**src/rtl/fifo_rd_pkg.sv**
```systemverilog
// Shared types and default widths for the FIFO read-side stream drainer.
package fifo_rd_pkg;

  localparam int DEF_DATA_WIDTH = 64;
  localparam int DEF_CNT_WIDTH  = 32;

  typedef enum logic [1:0] {
    IDLE   = 2'd0,
    STREAM = 2'd1,
    FLUSH  = 2'd2
  } rd_state_e;

endpackage

```
**src/rtl/fifo_rd_skid.sv**
```systemverilog
// Two-entry in-order output buffer; the head entry is held in registers so the
// downstream payload never depends combinationally on the downstream ready.
module fifo_rd_skid #(
  parameter int DATA_WIDTH = 64
) (
  input  logic                  i_clk,
  input  logic                  i_rst_n,
  input  logic                  i_clear,
  input  logic                  i_push,
  input  logic [DATA_WIDTH-1:0] i_data,
  input  logic                  i_last,
  input  logic                  i_pop,
  output logic [1:0]            o_occ,
  output logic [DATA_WIDTH-1:0] o_head_data,
  output logic                  o_head_last
);

  logic [1:0]            r_occ;
  logic [DATA_WIDTH-1:0] r_head_data;
  logic                  r_head_last;
  logic [DATA_WIDTH-1:0] r_tail_data;
  logic                  r_tail_last;
  logic                  w_pop;
  logic                  w_push;

  assign w_pop  = i_pop && (r_occ != 2'd0);
  assign w_push = i_push && ((r_occ != 2'd2) || w_pop);

  always_ff @(posedge i_clk) begin
    if (!i_rst_n) begin
      r_occ       <= 2'd0;
      r_head_data <= '0;
      r_head_last <= 1'b0;
      r_tail_data <= '0;
      r_tail_last <= 1'b0;
    end else if (i_clear) begin
      r_occ <= 2'd0;
    end else begin
      case ({w_push, w_pop})
        2'b10: begin
          if (r_occ == 2'd0) begin
            r_head_data <= i_data;
            r_head_last <= i_last;
          end else begin
            r_tail_data <= i_data;
            r_tail_last <= i_last;
          end
          r_occ <= r_occ + 2'd1;
        end
        2'b01: begin
          r_head_data <= r_tail_data;
          r_head_last <= r_tail_last;
          r_occ       <= r_occ - 2'd1;
        end
        2'b11: begin
          // Occupancy is unchanged; the new word lands behind whatever remains.
          if (r_occ == 2'd1) begin
            r_head_data <= i_data;
            r_head_last <= i_last;
          end else begin
            r_head_data <= r_tail_data;
            r_head_last <= r_tail_last;
            r_tail_data <= i_data;
            r_tail_last <= i_last;
          end
        end
        default: ;
      endcase
    end
  end

  assign o_occ       = r_occ;
  assign o_head_data = r_head_data;
  assign o_head_last = r_head_last;

endmodule

```
**src/rtl/fifo_rd_stream.sv**
```systemverilog
// Read-clock-domain drainer: FIFO reads with 1-cycle latency into a valid/ready stream.
// Define FIFO_RD_BURST_EN for almost-empty gated, packet-sized read bursts.
module fifo_rd_stream
  import fifo_rd_pkg::*;
#(
  parameter int DATA_WIDTH = DEF_DATA_WIDTH,
  parameter int CNT_WIDTH  = DEF_CNT_WIDTH
) (
  input  logic                  FIFO_RD_CLK,
  input  logic                  RST_N,
  input  logic                  ENABLE,
  input  logic                  FLUSH_REQ,
  output logic                  FIFO_RD_ENA,
  input  logic [DATA_WIDTH-1:0] FIFO_RD_DATA,
  input  logic                  FIFO_RD_LAST,
  input  logic                  FIFO_RD_EMPTY,
  input  logic                  FIFO_RD_ALM_EMPTY,
  output logic                  M_VALID,
  input  logic                  M_READY,
  output logic [DATA_WIDTH-1:0] M_DATA,
  output logic                  M_LAST,
  output logic                  FLUSH_DONE,
  output logic                  BUSY,
  output logic [CNT_WIDTH-1:0]  WORD_CNT,
  output logic [CNT_WIDTH-1:0]  PKT_CNT
);

  rd_state_e             r_state;
  rd_state_e             w_state_next;
  logic                  r_inflight;
  logic [CNT_WIDTH-1:0]  r_word_cnt;
  logic [CNT_WIDTH-1:0]  r_pkt_cnt;

  logic [1:0]            w_occ;
  logic [DATA_WIDTH-1:0] w_head_data;
  logic                  w_head_last;
  logic                  w_pop;
  logic                  w_push;
  logic                  w_flush_req;
  logic                  w_flush_end;
  logic [2:0]            w_pending;
  logic                  w_rd_ena;
  logic                  w_go;
  logic                  w_stop;
  logic                  w_burst_end;

`ifdef FIFO_RD_BURST_EN
  // The LAST word is visible on the FIFO bus while in flight, so the read
  // behind it is suppressed and the burst ends exactly on the packet boundary.
  assign w_burst_end = r_inflight && FIFO_RD_LAST;
  assign w_go        = ENABLE && !FIFO_RD_ALM_EMPTY;
  assign w_stop      = !ENABLE || w_burst_end;
`else
  logic w_unused_alm_empty;
  assign w_unused_alm_empty = FIFO_RD_ALM_EMPTY;
  assign w_burst_end        = 1'b0;
  assign w_go               = ENABLE;
  assign w_stop             = !ENABLE;
`endif

  assign M_VALID     = (w_occ != 2'd0);
  assign w_pop       = M_VALID && M_READY;
  assign w_flush_req = FLUSH_REQ && (r_state != FLUSH);
  assign w_flush_end = (r_state == FLUSH) && FIFO_RD_EMPTY && !r_inflight;
  assign w_push      = r_inflight && (r_state != FLUSH) && !w_flush_req;
  assign w_pending   = {1'b0, w_occ} + {2'b00, r_inflight} - {2'b00, w_pop};

  always_comb begin
    w_rd_ena = 1'b0;
    case (r_state)
      STREAM:  w_rd_ena = !FIFO_RD_EMPTY && (w_pending < 3'd2) && !w_burst_end;
      FLUSH:   w_rd_ena = !FIFO_RD_EMPTY;
      default: w_rd_ena = 1'b0;
    endcase
  end

  always_comb begin
    w_state_next = r_state;
    case (r_state)
      IDLE: begin
        if (w_flush_req)  w_state_next = FLUSH;
        else if (w_go)    w_state_next = STREAM;
      end
      STREAM: begin
        if (w_flush_req)  w_state_next = FLUSH;
        else if (w_stop)  w_state_next = IDLE;
      end
      FLUSH: begin
        if (w_flush_end)  w_state_next = IDLE;
      end
      default:            w_state_next = IDLE;
    endcase
  end

  always_ff @(posedge FIFO_RD_CLK) begin
    if (!RST_N) begin
      r_state    <= IDLE;
      r_inflight <= 1'b0;
      r_word_cnt <= '0;
      r_pkt_cnt  <= '0;
    end else begin
      r_state    <= w_state_next;
      r_inflight <= w_rd_ena;
      if (w_pop) begin
        r_word_cnt <= r_word_cnt + CNT_WIDTH'(1);
        if (w_head_last) r_pkt_cnt <= r_pkt_cnt + CNT_WIDTH'(1);
      end
    end
  end

  fifo_rd_skid #(
    .DATA_WIDTH (DATA_WIDTH)
  ) u_skid (
    .i_clk       (FIFO_RD_CLK),
    .i_rst_n     (RST_N),
    .i_clear     (w_flush_req),
    .i_push      (w_push),
    .i_data      (FIFO_RD_DATA),
    .i_last      (FIFO_RD_LAST),
    .i_pop       (w_pop),
    .o_occ       (w_occ),
    .o_head_data (w_head_data),
    .o_head_last (w_head_last)
  );

  assign FIFO_RD_ENA = w_rd_ena;
  assign M_DATA      = w_head_data;
  assign M_LAST      = w_head_last;
  assign FLUSH_DONE  = w_flush_end;
  assign BUSY        = (r_state != IDLE) || (w_occ != 2'd0) || r_inflight;
  assign WORD_CNT    = r_word_cnt;
  assign PKT_CNT     = r_pkt_cnt;

endmodule

```
**config.mk**
```make
export PLATFORM = sky130hd
export DESIGN_NAME = fifo_rd_stream
export DESIGN_NICKNAME = d
export VERILOG_FILES = /design/src/rtl/fifo_rd_pkg.sv /design/src/rtl/fifo_rd_skid.sv /design/src/rtl/fifo_rd_stream.sv
export SDC_FILE = /design/constraint.sdc
export NUM_CORES = 1
export LEC_CHECK = 0
export BUFFER_PORTS_ARGS = -buffer_cell sky130_fd_sc_hd__clkbuf_2
export CAP_MARGIN = 20
export CORE_MARGIN = 8
export CORE_UTILIZATION = 35
export DETAILED_ROUTE_END_ITERATION = 16
export PLACE_DENSITY = 0.56
export SLEW_MARGIN = 40
export SYNTH_ARGS = -nofsm -noshare
export SYNTH_HDL_FRONTEND = slang
export SYNTH_SLANG_ARGS = --single-unit
```
**constraint.sdc**
```tcl
create_clock -name FIFO_RD_CLK -period 4.1 [get_ports FIFO_RD_CLK]
set_clock_uncertainty 0.2 [all_clocks]
set_input_delay 0.205 -clock FIFO_RD_CLK [delete_from_list [all_inputs] [get_ports FIFO_RD_CLK]]
set_output_delay 0.205 -clock FIFO_RD_CLK [all_outputs]
set_load 0.05 [all_outputs]
```
---- Word level (Yosys, flattened, before mapping) ----
Cells that the tools add are included.
cells by class
  add/subtract/negate cells ............... 6
  $lt $le $gt $ge ......................... 1
  eq/ne operators ......................... 14
  mux-type cells .......................... 20
  bitwise operators ....................... 2
  reductions and logical operators ........ 27
operators with widths
  kind                   number
  $mux 64                4
  $pmux 64 s3            1
  $pmux 64 s2            1
  $add 32x1->32 const B  2
  $mux 2                 5
  $ne 2x2->1 const B     5
  $logic_and 1x1->1      9
  $reduce_bool 2->1      4
  $eq 2x1->1 const B     3
  $eq 2x2->1 const B     3
  $ne 3x3->1 const B     2
  $pmux 2 s3             1
  $reduce_and 3->1       2
  $logic_not 2->1        2
  $mux 1                 4
  $pmux 1 s2             2
  $pmux 2 s2             1
  $reduce_and 4->1       1
  $add 2x1->3            1
  $logic_not 1->1        3
  $logic_or 1x1->1       3
  $lt 3x2->1 const B     1
  $pmux 1 s3             1
  $reduce_bool 3->1      1
  other kinds (7)        8
storage, ports and cells
  register bits ........................... 199
  input port bits ......................... 72

---- Depth between registers and ports, before layout ----
  depth after elaboration ................. 8
  depth in mapped cells ................... 12
  depth with buffers taken out ............ 10

---- By module ----
Synthesis repeated with hierarchy kept, for this count alone.
second synthesis, totals
  cells, all modules ...................... 1067
  area total of the unflattened synthesis .. 8700.8 µm²
by module, submodules not included
  module          times used  cells each  area an instance (µm²)  sequential area each (µm²)
  fifo_rd_skid    1           671         5371.4                  2642.5
  fifo_rd_stream  1           396         3329.4                  1341.3

---- Worst setup path after synthesis ----
No wires, ideal clock.
  path type ............................... reg-to-reg
  start ................................... reg u_skid.r_occ[1], in the netlist u_skid.o_occ[1]
  end ..................................... reg r_inflight
  library setup time ...................... 0.065 ns
  data arrival time ....................... 3.367 ns
  required time ........................... 3.835 ns
  path slack .............................. 0.468 ns
  cell stages (with the launch flop) ...... 12
  buffers on the path ..................... 1
  cell sequence ........................... dfxtp_1 -> inv_1 -> ha_1 -> buf_2 -> nand2b_1 -> nor2_1 -> o21ai_0 -> fa_1 -> xnor2_1 -> a31oi_1 -> nor3b_1 -> and2_1
on the way
  longest elaborated chain between the ends .. 6
  elaborated cells on any way between the ends .. 7
RTL lines
  item                                                 line                   RTL
  start, declared                                      fifo_rd_skid.sv:18     logic [1:0] r_occ;
  start signal, assigned                               fifo_rd_skid.sv:48     r_occ <= r_occ + 2'd1;
  start signal, assigned                               fifo_rd_skid.sv:53     r_occ <= r_occ - 2'd1;
  branches (longest 2 deep; another with $add 2x1->3)  -
  $sub 3x1->3 (*)                                      fifo_rd_stream.sv:66   assign w_pending = {1'b0, w_occ} + {2'b00, r_inflight} - {2'b00, w_pop};
  $lt 3x2->1 (*)                                       fifo_rd_stream.sv:71   STREAM: w_rd_ena = !FIFO_RD_EMPTY && (w_pending < 3'd2) && !w_burst_end;
  $logic_and 1x1->1 (*)                                fifo_rd_stream.sv:71
  $pmux 1 s2 (*)                                       fifo_rd_stream.sv:70   case (r_state)
  named net FIFO_RD_ENA                                fifo_rd_stream.sv:13   output logic FIFO_RD_ENA,
  end signal, assigned                                 fifo_rd_stream.sv:103  r_inflight <= w_rd_ena;
  end, declared                                        fifo_rd_stream.sv:30   logic r_inflight;
Mark *: on every way through the listed nets, which the timed path passes.
A chain may end at the register's enable or synchronous reset.

---- Worst setup path in the final report ----
  start ................................... reg u_skid.r_occ[1], in the netlist u_skid.o_occ[1]
  end ..................................... out FIFO_RD_ENA
on the way
  longest elaborated chain between the ends .. 6
  elaborated cells on any way between the ends .. 7
RTL lines
  item                                                 line
  branches (longest 2 deep; another with $add 2x1->3)  -
  $sub 3x1->3 (*)                                      fifo_rd_stream.sv:66
  $lt 3x2->1 (*)                                       fifo_rd_stream.sv:71
  $logic_and 1x1->1 (*)                                fifo_rd_stream.sv:71
  $pmux 1 s2 (*)                                       fifo_rd_stream.sv:70
  end, declared                                        fifo_rd_stream.sv:13
Mark *: on every way between the ends.

==> results.py <==
metrics = {
    "route": {
        "drt_wl_total_um": 24900,
        "avgViaCountPerCell": 5.11,
        "antenna_left": 0,
        "vias": 8223,
        "dr.pass1.iters": 5,
        "drc_errors": 0,
        "routedWlPerCell_um": 15.5,
        "drt_iter0_drc": 605,
    },
    "synthesis": {
        "synth_nets": 1144,
        "synth-main-ff-cell": "dfxtp_1",
        "syn-cell-area_sq_um": 8400,
        "synth_cells": 1063,
        "synth_area_per_cell_sq_um": 7.90,
        "ys_ff_latch": 199,
        "async_reset_ff_share_pct": 0,
        "yosys_warnings": 0,
        "synth-edff-count": 0,
        "synth.distinct_cells": 43,
        "yosysSeqAreaShare_pct": 47.4,
    },
    "sta": {
        "fin_tns_setup_ns": 0,
        "finalHoldViolations": 0,
        "fmax_ghz": 0.271,
        "tightestPinTransition_ns": 0.810,
        "fin_crit_ns": 3.69,
        "setup_viol": 0,
        "rsz0062_at_grt": "false",
        "slew_headroom_pct": 46.0,
        "drv_slew": 0,
        "whs_ns": 0.0657,
        "setup_ws_ns": 0.407,
        "finalCritPeriodShare_pct": 90.1,
    },
    "power": {
        "clockPowerShare_pct": 40.4,
        "p_seq_share_pct": 47.7,
        "comb_power_share_pct": 11.9,
        "ir_drop_mv": 0.276,
        "powerDensity_nw_per_um2": 386,
        "netSwitchingPower_mw": 1.19,
        "power_switching_share_pct": 28.4,
        "p_int_mw": 3.00,
        "leakagePower_nw": 4.14,
    },
    "layout": {
        "n_antenna_cell": 0,
        "fin_nets": 1359,
        "fillerInstances": 2336,
        "multiInputGateArea_sq_um": 4060,
        "area_delta_synth_final_pct": 29.5,
        "postLayoutCellArea_sq_um": 10900,
        "regArea_sq_um": 3980,
        "drive_gt1_share_pct": 19.7,
    },
    "placed_design": {
        "dp_hpwl_um": 15500,
        "routabilityCongestion": 0.746,
        "post-place-ws_ns": 0.719,
        "placed_area_sq_um": 9610,
        "io_buffer_count": 203,
    },
    "grt": {
        "grt_max_degree": 77,
        "grt_pass1_wl_um": 40700,
        "antenna_found_initial": 1,
        "gr-usage-all-layers_pct": 17.1,
        "grt_overflow": 0,
        "grt_pass1_vias": 7774,
    },
    "floorplan": {
        "die_area_sq_um": 29200,
        "initial_core_util_pct": 35.7,
        "fp.coreArea_sq_um": 23500,
        "io_pins": 205,
        "rows": 56,
        "fp.dieW_um": 171,
        "die_h_um": 171,
    },
    "setup_path": {
        "required_ns": 3.69,
        "path_class": "reg -> out",
        "path_max_fanout": 11,
        "setup.worst_path.start_class": "flop",
        "critPathArrivalTime_ns": 3.29,
        "endpoint_kind": "primary output",
    },
    "clock_network": {
        "clk-insertion-delay-late_ns": 0.43,
        "cts_tree": "done",
        "htreeDepth": 4,
        "clk_pin_slew_ns": 0.07,
        "cts_buffer_depth": 2,
        "cts.sinks": 199,
        "cts_buffers": 17,
        "cts-root-buf": "clkbuf_16",
    },
    "worst_hold_path": {
        "hp-class": "in -> reg",
    },
    "run_status": {
        "status": "completed",
    },
    "run": {
        "cap_viol_max_count": 0,
    },
}
## placed cells by master, fill, tap and decap left out, types with 3 or more instances in the layout
cell             n
a21oi_1        110
a31oi_1         66
and2_1           4
and3_1           4
and4_1           6
buf_12           3
buf_4            6
clkbuf_16       17
clkbuf_2       203
clkinv_8         3
dfxtp_1        199
dlygate4sd3_1   66
ha_1             8
inv_1           14
inv_6            6
mux2i_1          3
nand2_1        287
nand2b_1         3
nand3_1         17
nand3b_1         4
nand4_1         19
nor2_1          23
nor3_1           4
nor4_1           7
o21ai_0         82
o31ai_1         28
or3_1           17
or4_1           31
xnor2_1         15
xor2_1           6
## layout make-up
class	instances	share of cell area (%)
Clock buffer	18	3.95
Timing Repair Buffer	278	16.4
Tap cell	319	3.67
Inverter	15	0.564
Multi-Input combinational cell	767	37.3
Sequential cell	199	36.6
Clock inverter	14	1.50
## flip-flops by register name, indices dropped and copies added, names as in the netlist
signal	count
WORD_CNT	32
u_skid.r_tail_last	1
r_inflight	1
u_skid.o_head_last	1
u_skid.o_occ	2
r_state	2
u_skid.o_head_data	64
u_skid.r_tail_data	64
PKT_CNT	32
## power groups by stage
stage	Sequential, mW	Clock [mW]	Combinational (mW)
after floorplan	2.17	0	0.179
after global placement	2.05	0	0.450
after detailed placement	2.05	0	0.452
after CTS	2.00	1.75	0.502
after global routing	2.01	1.83	0.540
final	2.00	1.70	0.500
## cells in the mapped netlist (17+ instances only)
cell type | number | area, sq um
nand2_1 | 287 | 1080
dfxtp_1 | 199 | 3980
a21oi_1 | 110 | 551
o21ai_0 | 82 | 410
a31oi_1 | 66 | 413
clkbuf_1 | 61 | 229
or4_1 | 31 | 233
o31ai_1 | 28 | 210
nor2_1 | 24 | 90.1
nand4_1 | 19 | 119
or3_1 | 18 | 113
nand3_1 | 17 | 85.1
## critical path, cell delays in order, from the launching register on
cell	delay (ns)
dfxtp_1	0.44
inv_1	0.12
ha_1	0.35
nand2b_1	0.33
nor2_1	0.22
o21ai_0	0.15
fa_1	0.39
xnor2_1	0.14
a31oi_1	0.11
nor3b_2	0.27
clkbuf_2	0.33
## routing by layer
metal / track usage (%) / wire length (um) / vias up
met3: 3.25 / 1240 / 22
met1: 22.4 / 11800 / 3832
met4: 5.03 / 329 / 2
met5: 0 / 10 / -
li1: - / - / 4161
met2: 28.1 / 11500 / 206
## per-stage QoR
step	power, mW	std cells	utilization, %
after floorplan	2.34	1063	-
after global routing	4.37	1610	46.2
after global placement	2.50	1512	40.8
final	4.20	1610	46.2
after detailed placement	2.50	1512	40.8
after CTS	4.25	1610	46.1
## cells by family (layout without fill, tap and decap cells)
group / Yosys count / count (layout) / share of synthesized area (%)
and+or+nand+nor: 439 / 439 / 24.1
muxes: 4 / 4 / 0.492
xor gates and xnor gates: 21 / 21 / 2.19
buffers and inverters: 97 / 325 / 4.71
adders and majority gates: 9 / 9 / 1.43
DFF: 199 / 199 / 47.4
AOI/OAI and AO/OA: 294 / 294 / 19.7
## what timing repair did
| item | 4_1_cts | 5_1_grt |
|---|---|---|
| hold buffers | 66 | 0 |
| hold endpoints to repair | 131 | 0 |
| setup endpoints to repair | 0 | 1 |
| resized for setup | 0 | 1 |
| buffers inserted | 0 | 0 |
## path summary, 6_finish.rpt
kind,startpoint,end,slack [ns],cells after the start
hold / removal,FLUSH_REQ,r_state[0],0.07,4
hold reg to reg,u_skid.r_tail_data[42],u_skid.r_tail_data[42],0.26,2
setup / recovery,u_skid.o_occ[1],FIFO_RD_ENA,0.41,10
setup reg to reg,u_skid.o_occ[1],r_inflight,1.16,10
No activity file was read; power rests on OpenSTA's default activity.
